===== src/rtl/caja_musical_pkg.sv =====
// ============================================================================
//  Module      : caja_musical_pkg
//  Description : Shared types and constants for the music-box tone path.
//  Revision    : 1.0 - initial release
// ============================================================================
`default_nettype none

package caja_musical_pkg;

    typedef enum logic [2:0] {
        ST_IDLE    = 3'd0,
        ST_FETCH   = 3'd1,
        ST_LOAD    = 3'd2,
        ST_PLAY    = 3'd3,
        ST_GAP     = 3'd4,
        ST_ADVANCE = 3'd5
    } seq_state_t;

    localparam int CLK_HZ_DEF  = 12000000;
    localparam int TICK_HZ_DEF = 1000;

    // Tone half-period divisors at 12 MHz, shared by the ROM and tone generator
    localparam logic [15:0] DIV_C4 = 16'd22933;
    localparam logic [15:0] DIV_E4 = 16'd18202;
    localparam logic [15:0] DIV_G4 = 16'd15306;
    localparam logic [15:0] DIV_A4 = 16'd13636;
    localparam logic [15:0] DIV_C5 = 16'd11467;

    function automatic int tick_div(input int clk_hz, input int tick_hz);
        return clk_hz / tick_hz;
    endfunction

endpackage

`default_nettype wire


===== src/rtl/melodia_secuenciador_if.sv =====
// ============================================================================
//  Module      : melodia_secuenciador_if
//  Description : Control, melody-ROM and tone-generator signals of the sequencer.
//  Revision    : 1.0 - initial release
// ============================================================================
`default_nettype none

interface melodia_secuenciador_if #(
    parameter int ADDR_W = 5,
    parameter int DIV_W  = 16,
    parameter int DUR_W  = 10
);
    logic              start;
    logic              stop;
    logic              loop_en;
    logic [ADDR_W-1:0] rom_addr;
    logic [DIV_W-1:0]  rom_div;
    logic [DUR_W-1:0]  rom_dur;
    logic [DIV_W-1:0]  tone_div;
    logic              tone_en;
    logic              note_strobe;
    logic              busy;
    logic              done;

    modport master (
        output start, stop, loop_en, rom_div, rom_dur,
        input  rom_addr, tone_div, tone_en, note_strobe, busy, done
    );

    modport slave (
        input  start, stop, loop_en, rom_div, rom_dur,
        output rom_addr, tone_div, tone_en, note_strobe, busy, done
    );
endinterface

`default_nettype wire


===== src/rtl/melodia_secuenciador_tick_gen.sv =====
// ============================================================================
//  Module      : tick_gen
//  Description : Prescaler producing one tick every TICK_DIV cycles after clear.
//  Revision    : 1.0 - initial release
// ============================================================================
`default_nettype none

module tick_gen #(
    parameter int TICK_DIV = 12000
) (
    input  wire logic clk,
    input  wire logic rst_n,
    input  wire logic clr_i,
    output logic      tick_o
);
    localparam int                CNT_W = (TICK_DIV > 1) ? $clog2(TICK_DIV) : 1;
    localparam logic [CNT_W-1:0]  LAST  = CNT_W'(TICK_DIV - 1);

    logic [CNT_W-1:0] cnt_q;

    always_ff @(posedge clk or negedge rst_n) begin
        if (!rst_n) begin
            cnt_q <= '0;
        end else if (clr_i || cnt_q == LAST) begin
            cnt_q <= '0;
        end else begin
            cnt_q <= cnt_q + CNT_W'(1);
        end
    end

    assign tick_o = (cnt_q == LAST);

endmodule

`default_nettype wire


===== src/rtl/melodia_secuenciador.sv =====
// ============================================================================
//  Module      : melodia_secuenciador
//  Description : Walks the melody ROM and drives tone divisor/enable per note.
//  Revision    : 1.0 - initial release
// ============================================================================
`default_nettype none

module melodia_secuenciador
    import caja_musical_pkg::*;
#(
    parameter int CLK_HZ    = CLK_HZ_DEF,
    parameter int TICK_HZ   = TICK_HZ_DEF,
    parameter int ADDR_W    = 5,
    parameter int DIV_W     = 16,
    parameter int DUR_W     = 10,
    parameter int GAP_TICKS = 20
) (
    input  wire logic             clk,
    input  wire logic             rst_n,
    melodia_secuenciador_if.slave bus
);
    localparam int                TICK_DIV  = tick_div(CLK_HZ, TICK_HZ);
    localparam logic [ADDR_W-1:0] LAST_ADDR = '1;
    localparam logic [DUR_W-1:0]  GAP_LOAD  = DUR_W'(GAP_TICKS);

    seq_state_t        state_q, state_d;
    logic [ADDR_W-1:0] rom_addr_q, rom_addr_d;
    logic [DIV_W-1:0]  tone_div_q, tone_div_d;
    logic              tone_en_q, tone_en_d;
    logic              strobe_q, strobe_d;
    logic              done_q, done_d;
    logic              busy_q;
    logic [DUR_W-1:0]  cnt_q, cnt_d;
    logic              end_of_song;
    logic              tick;
    logic              tick_clr;

    // Every state change restarts the prescaler, so PLAY and GAP start on a clean tick phase
    assign tick_clr = (state_d != state_q);

    tick_gen #(
        .TICK_DIV (TICK_DIV)
    ) u_tick_gen (
        .clk    (clk),
        .rst_n  (rst_n),
        .clr_i  (tick_clr),
        .tick_o (tick)
    );

    always_ff @(posedge clk or negedge rst_n) begin
        if (!rst_n) begin
            state_q    <= ST_IDLE;
            rom_addr_q <= '0;
            tone_div_q <= '0;
            tone_en_q  <= 1'b0;
            strobe_q   <= 1'b0;
            done_q     <= 1'b0;
            busy_q     <= 1'b0;
            cnt_q      <= '0;
        end else begin
            state_q    <= state_d;
            rom_addr_q <= rom_addr_d;
            tone_div_q <= tone_div_d;
            tone_en_q  <= tone_en_d;
            strobe_q   <= strobe_d;
            done_q     <= done_d;
            busy_q     <= (state_d != ST_IDLE);
            cnt_q      <= cnt_d;
        end
    end

    always_comb begin
        state_d     = state_q;
        rom_addr_d  = rom_addr_q;
        tone_div_d  = tone_div_q;
        tone_en_d   = tone_en_q;
        strobe_d    = 1'b0;
        done_d      = 1'b0;
        cnt_d       = cnt_q;
        end_of_song = 1'b0;

        unique case (state_q)
            ST_IDLE: begin
                if (bus.start && !bus.stop) begin
                    rom_addr_d = '0;
                    state_d    = ST_FETCH;
                end
            end
            ST_FETCH: state_d = ST_LOAD;
            ST_LOAD: begin
                if (bus.rom_dur == '0) begin
                    end_of_song = 1'b1;
                end else begin
                    tone_div_d = bus.rom_div;
                    tone_en_d  = (bus.rom_div != '0);
                    cnt_d      = bus.rom_dur;
                    strobe_d   = 1'b1;
                    state_d    = ST_PLAY;
                end
            end
            ST_PLAY: begin
                if (tick) begin
                    if (cnt_q <= DUR_W'(1)) begin
                        tone_en_d = 1'b0;
                        if (GAP_TICKS > 0) begin
                            cnt_d   = GAP_LOAD;
                            state_d = ST_GAP;
                        end else begin
                            state_d = ST_ADVANCE;
                        end
                    end else begin
                        cnt_d = cnt_q - DUR_W'(1);
                    end
                end
            end
            ST_GAP: begin
                tone_en_d = 1'b0;
                if (tick) begin
                    if (cnt_q <= DUR_W'(1)) begin
                        state_d = ST_ADVANCE;
                    end else begin
                        cnt_d = cnt_q - DUR_W'(1);
                    end
                end
            end
            ST_ADVANCE: begin
                if (rom_addr_q == LAST_ADDR) begin
                    end_of_song = 1'b1;
                end else begin
                    rom_addr_d = rom_addr_q + ADDR_W'(1);
                    state_d    = ST_FETCH;
                end
            end
            default: state_d = ST_IDLE;
        endcase

        if (end_of_song) begin
            if (bus.loop_en) begin
                rom_addr_d = '0;
                state_d    = ST_FETCH;
            end else begin
                tone_en_d  = 1'b0;
                tone_div_d = '0;
                done_d     = 1'b1;
                state_d    = ST_IDLE;
            end
        end

        // Abort overrides everything, including a same-cycle end of song
        if (bus.stop && state_q != ST_IDLE) begin
            state_d    = ST_IDLE;
            rom_addr_d = '0;
            tone_div_d = '0;
            tone_en_d  = 1'b0;
            strobe_d   = 1'b0;
            done_d     = 1'b0;
        end
    end

    assign bus.rom_addr    = rom_addr_q;
    assign bus.tone_div    = tone_div_q;
    assign bus.tone_en     = tone_en_q;
    assign bus.note_strobe = strobe_q;
    assign bus.busy        = busy_q;
    assign bus.done        = done_q;

endmodule

`default_nettype wire

===== src/flat_wrapper.sv =====
// flat-port wrapper written by rule: the top's interface ports become plain ports
module melodia_secuenciador_flat import caja_musical_pkg::*;
#(
    parameter int CLK_HZ    = CLK_HZ_DEF,
    parameter int TICK_HZ   = TICK_HZ_DEF,
    parameter int ADDR_W    = 5,
    parameter int DIV_W     = 16,
    parameter int DUR_W     = 10,
    parameter int GAP_TICKS = 20
)
  (clk, rst_n, bus_start, bus_stop, bus_loop_en, bus_rom_div, bus_rom_dur, bus_rom_addr, bus_tone_div, bus_tone_en, bus_note_strobe, bus_busy, bus_done);
  melodia_secuenciador_if #(.ADDR_W(ADDR_W), .DIV_W(DIV_W), .DUR_W(DUR_W)) bus_i ();
  input  wire logic clk;
  input  wire logic rst_n;
  input wire logic [$bits(bus_i.start)-1:0] bus_start;
  input wire logic [$bits(bus_i.stop)-1:0] bus_stop;
  input wire logic [$bits(bus_i.loop_en)-1:0] bus_loop_en;
  input wire logic [$bits(bus_i.rom_div)-1:0] bus_rom_div;
  input wire logic [$bits(bus_i.rom_dur)-1:0] bus_rom_dur;
  output wire logic [$bits(bus_i.rom_addr)-1:0] bus_rom_addr;
  output wire logic [$bits(bus_i.tone_div)-1:0] bus_tone_div;
  output wire logic [$bits(bus_i.tone_en)-1:0] bus_tone_en;
  output wire logic [$bits(bus_i.note_strobe)-1:0] bus_note_strobe;
  output wire logic [$bits(bus_i.busy)-1:0] bus_busy;
  output wire logic [$bits(bus_i.done)-1:0] bus_done;
  assign bus_i.start = bus_start;
  assign bus_i.stop = bus_stop;
  assign bus_i.loop_en = bus_loop_en;
  assign bus_i.rom_div = bus_rom_div;
  assign bus_i.rom_dur = bus_rom_dur;
  assign bus_rom_addr = bus_i.rom_addr;
  assign bus_tone_div = bus_i.tone_div;
  assign bus_tone_en = bus_i.tone_en;
  assign bus_note_strobe = bus_i.note_strobe;
  assign bus_busy = bus_i.busy;
  assign bus_done = bus_i.done;
  melodia_secuenciador #(.CLK_HZ(CLK_HZ), .TICK_HZ(TICK_HZ), .ADDR_W(ADDR_W), .DIV_W(DIV_W), .DUR_W(DUR_W), .GAP_TICKS(GAP_TICKS)) u_core (.clk(clk), .rst_n(rst_n), .bus(bus_i));
endmodule

===== config.mk =====
export PLATFORM = sky130hd
export DESIGN_NAME = melodia_secuenciador_flat
export DESIGN_NICKNAME = d
export VERILOG_FILES = /design/src/rtl/caja_musical_pkg.sv /design/src/rtl/melodia_secuenciador_if.sv /design/src/rtl/melodia_secuenciador_tick_gen.sv /design/src/rtl/melodia_secuenciador.sv /design/src/flat_wrapper.sv
export SDC_FILE = /design/constraint.sdc
export NUM_CORES = 1
export LEC_CHECK = 0
export BUFFER_PORTS_ARGS = -buffer_cell sky130_fd_sc_hd__buf_2
export CORE_MARGIN = 4
export CORE_UTILIZATION = 30
export CTS_BUF_LIST = sky130_fd_sc_hd__clkbuf_8
export DETAILED_ROUTE_END_ITERATION = 10
export GPL_TIMING_DRIVEN = 0
export SKIP_CTS_REPAIR_TIMING = 1
export SLEW_MARGIN = 0
export SYNTH_ARGS = -nofsm -noshare
export SYNTH_HDL_FRONTEND = slang
export SYNTH_SLANG_ARGS = --single-unit

===== constraint.sdc =====
create_clock -name clk -period 3.33 [get_ports clk]
set_clock_uncertainty 0.2 [all_clocks]
set_input_delay 0.666 -clock clk [delete_from_list [all_inputs] [get_ports clk]]
set_output_delay 0.666 -clock clk [all_outputs]
set_load 0.1 [all_outputs]

==> qor.csv <==
stage,metric,value,unit
cells_and_area,nets@finish,420,
yosys,top-count cell post-synth,dfrtp_1,
timing,Max Slew Vio Count,0,
pwr,Gate power share,59.5,%
floorplan,Die Area,0.01177,mm2
grt,largest net degree at the start of global routing,53,
cts,clock sinks,52,
yosys,Synth warnings,0,
worst_setup_path,CP Class,in2reg,
worst_setup_path,Critical Path AT,2.67,ns
yosys,Synth area leader,dfrtp_1,
cells_and_area,layout cell share with drive strength beyond 1,22.80,%
place,port bufs,54,
yosys,"EDFF count, synth",0,
floorplan,total core area,0.009819,mm2
yosys,average size of a mapped cell,9.382,um2
pwr,internal power,1474,uW
grt,met1 Usage GRT,18.93,%
yosys,sequential cell area fraction in the yosys report,42.94,%
pwr,Net Sw Frac,55.38,%
pwr,Seq pwr share,29.2,%
cts,H-tree depth,2,
cts,clock tree buffer depth,2,
timing,hold slack,0.1117,ns
yosys,synthesized instance count,323,
timing,crit share post-route,80.28,%
grt,vias in the first global route,2672,
yosys,Compound-Gate Fraction of Synth Area,13.67,%
cts,clk_lat worst skew,0.31,ns
status,run status,"complete, no violations",
pwr,Pleak,0.001624,uW
route,first-pass iteration count of the detailed router,4,
cells_and_area,filler instances,1056,
grt,gr ovfl total,0,
pwr,Sw Pwr,1830,uW
cells_and_area,post-route insts no fill,519,
worst_setup_path,Critical Path Fanout Max,10,
timing,maximum clock rate,0.3741,GHz
route,WL final,7820,um
pwr,power density cells,924.7,mW/mm2
route,post-DR vias/cell,5.158,
timing,Slew headroom,36.31,%
route,via count,2677,
grt,met2 usage,21.62,%
grt,global-route wire length before repair,12890,um
worst_setup_path,r2r setup slk,0.66,ns
grt,initial antenna violation count,0,
cts,clock root buffer,clkbuf_8,
grt,grt met3 use,2.388,%
yosys,"Async S/R FF share, synth",100.0,%
timing,Worst-Margin Slew,0.9466,ns
yosys,"Net Count, Synth",358,
yosys,Simple-Gate Fraction of Synth Area,27.42,%
flow_run,count of maximum capacitance violations,0,
yosys,Yosys cell types,63,
yosys,Synth Register Bits,52,
route,Routed WL per cell,15.07,um
yosys,top post-synthesis cells by area,"dfrtp_1, mux2i_1, nor2_1",
worst_setup_path,worst r2r src,u_core.u_tick_gen.cnt_q[0]$_DFF_PN0_,
cells_and_area,ant diodes,0,
route,antenna-violating nets left,0,
place,GP Congestion,0.8420,
worst_setup_path,Worst R2R End,u_core.cnt_q[1]$_DFFE_PN0P_,
floorplan,Initial Util,30.86,%
cts,CTS tree,yes,
cells_and_area,area grow syn2layout,17.92,%
yosys,largest family of logic cells by synthesized area,simple AND/OR/NAND/NOR gates,
timing,Setup TNS,0,ns
pwr,Clk network pwr share,11.3,%
worst_setup_path,CP Capture Type,flip-flop,
timing,"Setup violations, final",0,
grt,busiest layer in global routing,met2,
worst_setup_path,Startpoint Class,primary input,
cts,clock transition at the registers of the reported paths,0.10,ns
timing,unrepaired setup endpoints after global routing,false,
pwr,Max VDD drop,0.6790,mV
yosys,Synth Cell Area,0.003030,mm2
yosys,synth cell count leaders,"dfrtp_1, nor2_1, nand2_1, mux2i_1, nor3_1",
floorplan,# rows,36,
floorplan,Die Height,108.5,um
yosys,commonest register cell after synthesis,dfrtp_1,
yosys,Synth Area in XOR/XNOR,3.468,%
floorplan,die width,108.5,um
place,Placed Instances,510,
cts,clock buffers created by TritonCTS,5,
timing,Tmin final,2.673,ns
yosys,Synth Area in Adders,1.652,%
worst_hold_path,hold crit path type,in2async,
route,DRC viols,0,
floorplan,io pins,56,
timing,Hold Fails Final Rpt,0,
worst_setup_path,WP data required,3.33,ns
yosys,post-synthesis mux area share,6.813,%
yosys,post-synth top area share,42.94,%
route,Initial DRC Count,122,
grt,GRT Util Overall,13.54,%
place,HPWL after DPL,5843,um
worst_setup_path,Reg2Reg Depth,7,
==> worst max-delay path, cell delays in order <==
cell and delay (ns):
buf_2 0.11, or4_4 0.58, nor4_2 0.35, o22a_1 0.21, buf_4 0.17, or2_1 0.13
buf_6 0.14, mux2_4 0.30
==> flip-flops by register name, indices dropped and copies added, names as in the netlist <==
| name | cells |
|---|---|
| u_core.bus.tone_div | 16 |
| u_core.bus.tone_en | 1 |
| u_core.bus.rom_addr | 5 |
| u_core.state_q | 3 |
| u_core.cnt_q | 10 |
| u_core.bus.done | 1 |
| u_core.u_tick_gen.cnt_q | 14 |
| u_core.bus.note_strobe | 1 |
| u_core.bus.busy | 1 |
==> layer usage <==
metal  vias to the layer above  wire length (um)
li1                       1311                 -
met1                      1308              3770
met2                        54              3714
met3                         4               266
met4                         0                68
met5                         -                 0
==> metrics by stage <==
step	cell area, um2	setup slack, ns	utilization, %	total power (uW)
after floorplan	3030	0.6033	-	2548
after global placement	3467	0.3392	35.31	2913
after detailed placement	3467	0.3414	35.31	2952
after CTS	3553	0.6601	36.19	3327
after global routing	3573	0.4471	36.39	3508
final	3573	0.6568	36.39	3305
==> cell families after synthesis <==
family,count (synthesis)
AO/OA/AOI/OAI,60
AND/OR/NAND/NOR,149
adder cells (fa/ha/maj),4
XOR/XNOR,12
multiplexers,20
buffers and inverters,26
flip-flops,52
==> power by group through the flow <==
stage          clock [uW]  sequential [uW]  combinational, uW
3_3_place_gp            0              970               1940
6_report              375              964               1970
3_5_place_dp            0              976               1980
4_1_cts               383              965               1980
2_1_floorplan           0             1720                824
5_1_grt               410              990               2110
==> layout make-up <==
| type | instances | area, um2 | area share (%) |
|---|---|---|---|
| Buffer | 14 | 77.57 | 2.171 |
| Tap cell | 133 | 166.4 | 4.657 |
| Timing Repair Buffer | 55 | 290.3 | 8.123 |
| Inverter | 12 | 45.04 | 1.261 |
| Clock buffer | 5 | 68.82 | 1.926 |
| Clock inverter | 3 | 17.52 | 0.4902 |
| Multi-Input combinational cell | 245 | 1607 | 44.96 |
| Sequential cell | 52 | 1301 | 36.41 |
==> how the worst max path moves through the flow <==
stage	startpoint	endpoint	slack [ns]	cells past startpoint
after detailed placement	bus_rom_dur[2]	u_core.cnt_q[1]$_DFFE_PN0P_	0.34	8
after floorplan	u_core.bus.rom_addr[0]$_DFF_PN0_	u_core.u_tick_gen.cnt_q[10]$_DFF_PN0_	0.60	8
final	bus_rom_dur[2]	u_core.cnt_q[1]$_DFFE_PN0P_	0.66	8
after CTS	u_core.u_tick_gen.cnt_q[0]$_DFF_PN0_	u_core.u_tick_gen.cnt_q[6]$_DFF_PN0_	0.66	7
after global routing	u_core.u_tick_gen.cnt_q[0]$_DFF_PN0_	u_core.u_tick_gen.cnt_q[6]$_DFF_PN0_	0.45	7
after global placement	bus_rom_dur[2]	u_core.cnt_q[1]$_DFFE_PN0P_	0.34	8
==> placed cells by master (no fill, tap or decap), types with 4 or more instances in the layout <==
cell type  instances
nand3_1           10
xor2_1             9
o22ai_1            5
nand2_1           27
o21ai_1            5
buf_2             59
a211oi_1           5
mux2i_1           18
inv_1             12
ha_1               4
dfrtp_1           52
nor3b_1            5
a21oi_1           13
clkbuf_1           5
nor4_1            10
nor3_1            14
clkbuf_8           5
nand4_1            6
nor2_1            44
o21ai_0            4
Power figures use the tool's default switching activity.
